## config.mk

```make
export PLATFORM = sky130hd
export DESIGN_NAME = instr_mem_arbiter
export DESIGN_NICKNAME = d
export VERILOG_FILES = /design/src/rtl/instr_mem_arbiter.sv
export SDC_FILE = /design/constraint.sdc
export NUM_CORES = 1
export LEC_CHECK = 0
export ABC_AREA = 1
export BUFFER_PORTS_ARGS = -buffer_cell sky130_fd_sc_hd__buf_4
export CORE_AREA = 2 2 73 75
export DETAILED_ROUTE_END_ITERATION = 8
export DIE_AREA = 0 0 75 77
export PLACE_DENSITY = 0.76
export SYNTH_ARGS = -nofsm -noshare
export SYNTH_HDL_FRONTEND = slang
export SYNTH_SLANG_ARGS = --single-unit
export TNS_END_PERCENT = 10
```

## constraint.sdc

```tcl
create_clock -name clk -period 4 [get_ports clk]
set_clock_uncertainty 0.05 [all_clocks]
set_input_delay 0.4 -clock clk [delete_from_list [all_inputs] [get_ports clk]]
set_output_delay 0.4 -clock clk [all_outputs]
set_load 0.02 [all_outputs]
```

## src/rtl/instr_mem_arbiter.sv

```systemverilog
// Arbitrates a single-port instruction memory between a CPU fetch port and a boot loader.
// BOOT gives the loader exclusive access; RUN favours fetch with bounded loader starvation.
module instr_mem_arbiter #(
  parameter int ADDR_W   = 16,
  parameter int DATA_W   = 32,
  parameter int DEPTH    = 2048,
  parameter int MAX_WAIT = 4
) (
  input  logic              clk,
  input  logic              reset,
  input  logic              fetch_req,
  input  logic [ADDR_W-1:0] fetch_addr,
  output logic              fetch_gnt,
  output logic              fetch_valid,
  output logic [DATA_W-1:0] fetch_data,
  input  logic              load_req,
  input  logic [ADDR_W-1:0] load_addr,
  input  logic [DATA_W-1:0] load_data,
  output logic              load_gnt,
  input  logic              boot_mode,
  output logic              boot_done,
  output logic              addr_err,
  output logic              mem_rd,
  output logic              mem_wn,
  output logic [ADDR_W-1:0] mem_address,
  output logic [DATA_W-1:0] mem_write_data,
  input  logic [DATA_W-1:0] mem_read_data
);

  typedef enum logic {
    BOOT = 1'b0,
    RUN  = 1'b1
  } state_e;

  localparam int WCW = (MAX_WAIT < 1) ? 1 : $clog2(MAX_WAIT + 1);
  localparam logic [WCW-1:0] WAIT_MAX = WCW'(MAX_WAIT);

  state_e         state_q, state_d;
  logic [WCW-1:0] wait_cnt_q, wait_cnt_d;
  logic           fetch_valid_q, fetch_oor_q, boot_done_q, addr_err_q;
  logic           boot_done_d, addr_err_d;
  logic           fetch_gnt_s, load_gnt_s;
  logic           fetch_in_range_s, load_in_range_s;

  assign fetch_in_range_s = (32'(fetch_addr) < 32'(DEPTH));
  assign load_in_range_s  = (32'(load_addr) < 32'(DEPTH));

  // Grants are combinational but must read as zero for the whole reset window.
  assign fetch_gnt = fetch_gnt_s & ~reset;
  assign load_gnt  = load_gnt_s & ~reset;

  always_comb begin
    state_d     = state_q;
    fetch_gnt_s = 1'b0;
    load_gnt_s  = 1'b0;
    boot_done_d = 1'b0;
    case (state_q)
      BOOT: begin
        load_gnt_s = load_req;
        if (!boot_mode && !load_req) begin
          state_d     = RUN;
          boot_done_d = 1'b1;
        end else begin
          state_d = BOOT;
        end
      end
      RUN: begin
        if (fetch_req && load_req) begin
          if (wait_cnt_q == WAIT_MAX) begin
            load_gnt_s = 1'b1;
          end else begin
            fetch_gnt_s = 1'b1;
          end
        end else begin
          fetch_gnt_s = fetch_req;
          load_gnt_s  = load_req;
        end
        if (boot_mode) begin
          state_d = BOOT;
        end else begin
          state_d = RUN;
        end
      end
      default: begin
        state_d = BOOT;
      end
    endcase
  end

  always_comb begin
    if (!load_req || load_gnt_s) begin
      wait_cnt_d = {WCW{1'b0}};
    end else if (wait_cnt_q != WAIT_MAX) begin
      wait_cnt_d = wait_cnt_q + WCW'(1);
    end else begin
      wait_cnt_d = wait_cnt_q;
    end
  end

  // Out-of-range grants keep the address visible but suppress the strobes.
  always_comb begin
    mem_rd         = 1'b0;
    mem_wn         = 1'b0;
    mem_address    = {ADDR_W{1'b0}};
    mem_write_data = {DATA_W{1'b0}};
    if (fetch_gnt) begin
      mem_rd      = fetch_in_range_s;
      mem_address = fetch_addr;
    end else if (load_gnt) begin
      mem_wn         = load_in_range_s;
      mem_address    = load_addr;
      mem_write_data = load_data;
    end else begin
      mem_rd = 1'b0;
    end
  end

  assign addr_err_d = addr_err_q
                    | (fetch_gnt & ~fetch_in_range_s)
                    | (load_gnt & ~load_in_range_s);

  always_ff @(posedge clk or posedge reset) begin
    if (reset) begin
      state_q       <= BOOT;
      wait_cnt_q    <= {WCW{1'b0}};
      fetch_valid_q <= 1'b0;
      fetch_oor_q   <= 1'b0;
      boot_done_q   <= 1'b0;
      addr_err_q    <= 1'b0;
    end else begin
      state_q       <= state_d;
      wait_cnt_q    <= wait_cnt_d;
      fetch_valid_q <= fetch_gnt;
      fetch_oor_q   <= fetch_gnt & ~fetch_in_range_s;
      boot_done_q   <= boot_done_d;
      addr_err_q    <= addr_err_d;
    end
  end

  assign fetch_valid = fetch_valid_q;
  assign fetch_data  = (fetch_valid_q && !fetch_oor_q) ? mem_read_data : {DATA_W{1'b0}};
  assign boot_done   = boot_done_q;
  assign addr_err    = addr_err_q;

endmodule

```

# After elaboration in Yosys (flattened, before gate mapping)
# Cells that the tools add are included.
# totals
input_bits	101
out_inout_bits	87
regBits	8
latch_bits	0
rom_bits	0
elab_cells	49
mem_bits_rw	0
mem_count	0
# op_classes
div	0
n_reduce_logical	8
mux	20
n_mul	0
eq_ne	2
shifts	0
addsub	1
magnitude_cmp	2
bitwise_logic	10
# op_table
operator	n
32-bit 2-to-1 mux	3
16-bit by 12-bit < comparator with 1-bit output (second input constant)	2
16-bit 2-to-1 mux	2
1-bit 2-to-1 mux	11
3-bit 2-to-1 mux	2
1-bit AND	4
1-bit inverter	4
1-bit one-hot mux with 2 select lines	2
3-bit by 1-bit adder with 3-bit output (second input constant)	1
3-bit equality test (second input constant)	1
1-bit logical AND	3
1-bit logical NOT	3
3-bit != test (second input constant)	1
1-bit OR	2
2-bit nonzero test	1
1-bit logical OR	1

# Depth between registers and ports, before layout
# depth
word_depth	8
ltp_mapped	8
depth_no_buf	7

# Least setup slack after synthesis
# OpenSTA, ideal clock, no wires.
# synth_path
path_kind	reg2out
startpoint	register wait_cnt_q[0]
endpoint	output mem_address[0]
n_path_buf	1
slack_ns	2.096
required_time_ns	3.550
arrival_ns	1.454
stages_incl_launch_ff	8
cell_sequence	dfrtp_1 -> inv_1 -> ha_1 -> nand2_1 -> nand3_2 -> nand2_2 -> buf_4 -> o21ai_0
# synth_between
elab_chain_len	7
word_cells_on_any_way	11
cone_classes	eq/ne: 1; mux: 8; bitwise: 2
# synth_lines
element	line_no	text
from (decl)	39	logic [WCW-1:0] wait_cnt_q, wait_cnt_d;
from (signal assigned)	125	wait_cnt_q <= {WCW{1'b0}};
from (signal assigned)	132	wait_cnt_q <= wait_cnt_d;
3-bit equality test *	69	if (wait_cnt_q == WAIT_MAX) begin
1-bit 2-to-1 mux	69	
1-bit 2-to-1 mux	68	if (fetch_req && load_req) begin
1-bit one-hot mux with 2 select lines	57	case (state_q)
1-bit AND	50	assign load_gnt = load_gnt_s & ~reset;
16-bit 2-to-1 mux	109	end else if (load_gnt) begin
16-bit 2-to-1 mux *	106	if (fetch_gnt) begin
to (decl)	25	output logic [ADDR_W-1:0] mem_address,
# Every way passes the cells marked *; elsewhere a longest branch is shown, timed or not.

# Worst setup path after layout
# layout_path
startpoint	register wait_cnt_q[0]
endpoint	output mem_address[3]
# Same word-level chain as after synthesis.

==> results.py <==
metrics = {
    "clock_tree": {
        "cts_tree": "built",
        "clock-sinks": 8,
        "post_cts_buffers": 0,
        "numCtsBuffers": 3,
        "clock_latency_ps": 230,
        "cts.reportedPaths.clkPinSlew_ps": 40,
        "cts_root_buf": "clkbuf_8",
        "clockBufferDepth": 2,
        "cts-resized-gates": 0,
        "htreeDepth": 1,
        "ctsHoldBuffers": 0,
    },
    "logic_synthesis": {
        "synth-seq-area-share": 0.1702,
        "synth_nets": 335,
        "yosys-top-cells-count": "inv_1 (90), nor2_1 (75), nand2_1 (18)",
        "syn_area_um2": 1176,
        "synthXorXnorAreaFrac": 0.007447,
        "ys_seq_elements": 8,
        "synth-compound-area-share": 0.09681,
        "synthSimpleGateAreaFrac": 0.3723,
        "ys.flop_type": "dfrtp_1",
        "synth_mux_area_frac": 0,
        "yosys.area.top_type": "inv_1",
        "synthArstFlopShare": 1.000,
        "synthAdderAreaFrac": 0.02128,
        "synth_area_leaders": "inv_1 (29%), nor2_1 (24%), dfrtp_1 (17%), o21ai_2 (6.7%), nand2_1 (5.7%)",
        "yosys_warnings": 0,
        "synth_cell_type_count": 20,
        "synth_most_common_cell": "inv_1",
        "synth-edff-count": 0,
        "synth_cells": 232,
        "syn_area_per_cell_um2": 5.070,
        "synth_top_family_by_area": "simple AND/OR/NAND/NOR gates",
        "synth_top_area_share": 0.2872,
    },
    "route": {
        "wl_um": 4486,
        "viasPerCell": 3.863,
        "drt_iter0_drc": 30,
        "drtAntennaViolNets": 0,
        "drc": 0,
        "dr.pass1.iters": 4,
        "wl_per_cell_um": 9.288,
        "vias": 1866,
    },
    "pwr": {
        "p_per_area_nw_per_um2": 150.4,
        "peakVddDrop_v": 0.00007593,
        "p_leak_nw": 1.796,
    },
    "timing": {
        "hold_viol": 0,
        "min_period_ps": 2617,
        "rsz0062_at_grt": "false",
        "period_share": 0.6542,
        "worst_pin_slew_ps": 916.2,
        "setup_viol": 0,
        "slew_violations": 0,
        "slew_headroom": 0.3871,
        "final.setup.tns_ps": 0,
        "max_freq_ghz": 0.3821,
    },
    "floorplanning": {
        "core_um2": 4977,
        "start_util": 0.2363,
        "die_x_um": 75,
        "ioPinCount": 188,
        "num_rows": 26,
        "design.die.area_um2": 5775,
        "fp.dieH_um": 77,
    },
    "final_layout": {
        "antennaDiodeCount": 0,
        "areaGrowthSynthToFinish_pct": 125.9,
        "design.final.nets": 518,
        "final_cell_area_um2": 2656,
        "drive_gt1_frac": 0.4988,
        "stdcell_count": 483,
    },
    "placement": {
        "dp_cells": 480,
        "port_buffers": 187,
        "place_area_um2": 2615,
        "gp_congestion": 0.7496,
        "dp.final_hpwl_um": 3898,
    },
    "status": {
        "outcome": "finished clean",
    },
    "global_route": {
        "grt_pass1_wl_um": 6900,
        "grt_pass1_vias": 1672,
        "antenna_found_initial": 0,
        "gr-total-overflow": 0,
        "track_usage": 0.1451,
        "grt_max_degree": 51,
    },
    "setup_path": {
        "crit_family": "simple AND/OR/NAND/NOR gates",
        "cp_num_buf_inv": 2,
        "worst_ep_arrival_time_ps": 2170,
        "worstPathMaxFanout": 50,
        "path_class": "reg -> out",
        "path_cells": "inv_1 -> ha_1 -> nand2_1 -> nand3_2 -> nand2_2 -> o21ai_0 -> buf_4",
        "cp_slowest_cell": "nand2_2",
        "endpoint_kind": "output pin",
        "cp-start-kind": "flop",
        "cpPeakStageDelay_ps": 690,
        "cp.required_ps": 3550,
    },
    "job": {
        "drv_cap": 0,
    },
    "worst_hold_path": {
        "hold_path_class": "in -> async",
    },
}
-- worst reg2reg max path: stages (launching register included) --
cell,delay (ps)
dfrtp_1,360
inv_1,50
ha_1,180
nand2_1,100
nor2_1,90
nor2_4,370
nand2_1,150
nand3_1,120
-- routing by layer --
metal / routed length (um) / global-route usage / up-vias
li1: - / - / 985
met5: 0 / 0 / -
met3: 574 / 0.02891 / 2
met2: 2285 / 0.2921 / 110
met1: 1617 / 0.1464 / 769
met4: 8 / 0.02679 / 0
-- state kept, by name, indices dropped and copies added (netlist names) --
| register | flops |
|---|---|
| wait_cnt_q | 3 |
| addr_err | 1 |
| boot_done | 1 |
| fetch_oor_q | 1 |
| fetch_valid | 1 |
| state_q | 1 |
-- path summary, 6_finish.rpt --
check / from / to / slack (ps) / cells after the start
hold / removal: reset / wait_cnt_q[2] / 100 / 2
setup reg to reg: wait_cnt_q[0] / addr_err / 2470 / 7
setup / recovery: wait_cnt_q[0] / mem_address[3] / 1380 / 7
max in group asynchronous: reset / fetch_valid / 3550 / 2
hold reg to reg: wait_cnt_q[0] / wait_cnt_q[0] / 410 / 1
min in group clk: boot_mode / state_q / 280 / 2
-- power by group --
group	total (W)	internal, W	switching [W]
combinational	0.000219	0.000115	0.000103
sequential	0.0000852	0.0000836	0.00000158
clock	0.0000954	0.0000651	0.0000304
total	0.000400	0.000264	0.000135
-- cell usage in the layout (no fill, tap or decap) --
| master | n |
|---|---|
| buf_4 | 187 |
| o21ai_0 | 6 |
| nor2_4 | 1 |
| ha_1 | 2 |
| clkbuf_8 | 3 |
| nand3b_1 | 1 |
| xnor2_1 | 1 |
| o21ai_1 | 1 |
| nor2_1 | 75 |
| nand2_2 | 3 |
| nand2_1 | 18 |
| nor2_2 | 1 |
| nor3_1 | 2 |
| nand3_2 | 2 |
| o21ai_2 | 9 |
| dfrtp_1 | 8 |
| nand3_1 | 3 |
| inv_1 | 90 |
-- stage by stage --
stage               hold slack (ps)  power (W)  setup slack, ps    util
finish                        95.71  0.0003996             1383  0.5337
CTS                           104.3  0.0004060             1339  0.5337
detailed placement            351.5  0.0003075             1591  0.5254
floorplan                     180.6  0.0001807             2096       -
global placement              344.1  0.0003047             1681  0.5254
global route                  115.4  0.0004279             1123  0.5337
-- cell type report --
class | count | area (um^2)
fill | 498 | 2321
timing repair buffer | 187 | 1404
multi-input combinational | 125 | 585.6
inverter | 90 | 337.8
sequential | 8 | 200.2
tap | 70 | 87.58
clock buffer | 3 | 41.29
-- kinds of logic after synthesis --
group / count (synthesis)
AND/OR/NAND/NOR: 106
buffers and inverters: 99
AO/OA/AOI/OAI: 16
flip-flops: 8
adder cells (fa/ha/maj): 2
XOR/XNOR: 1
Power figures use the tool's default switching activity.
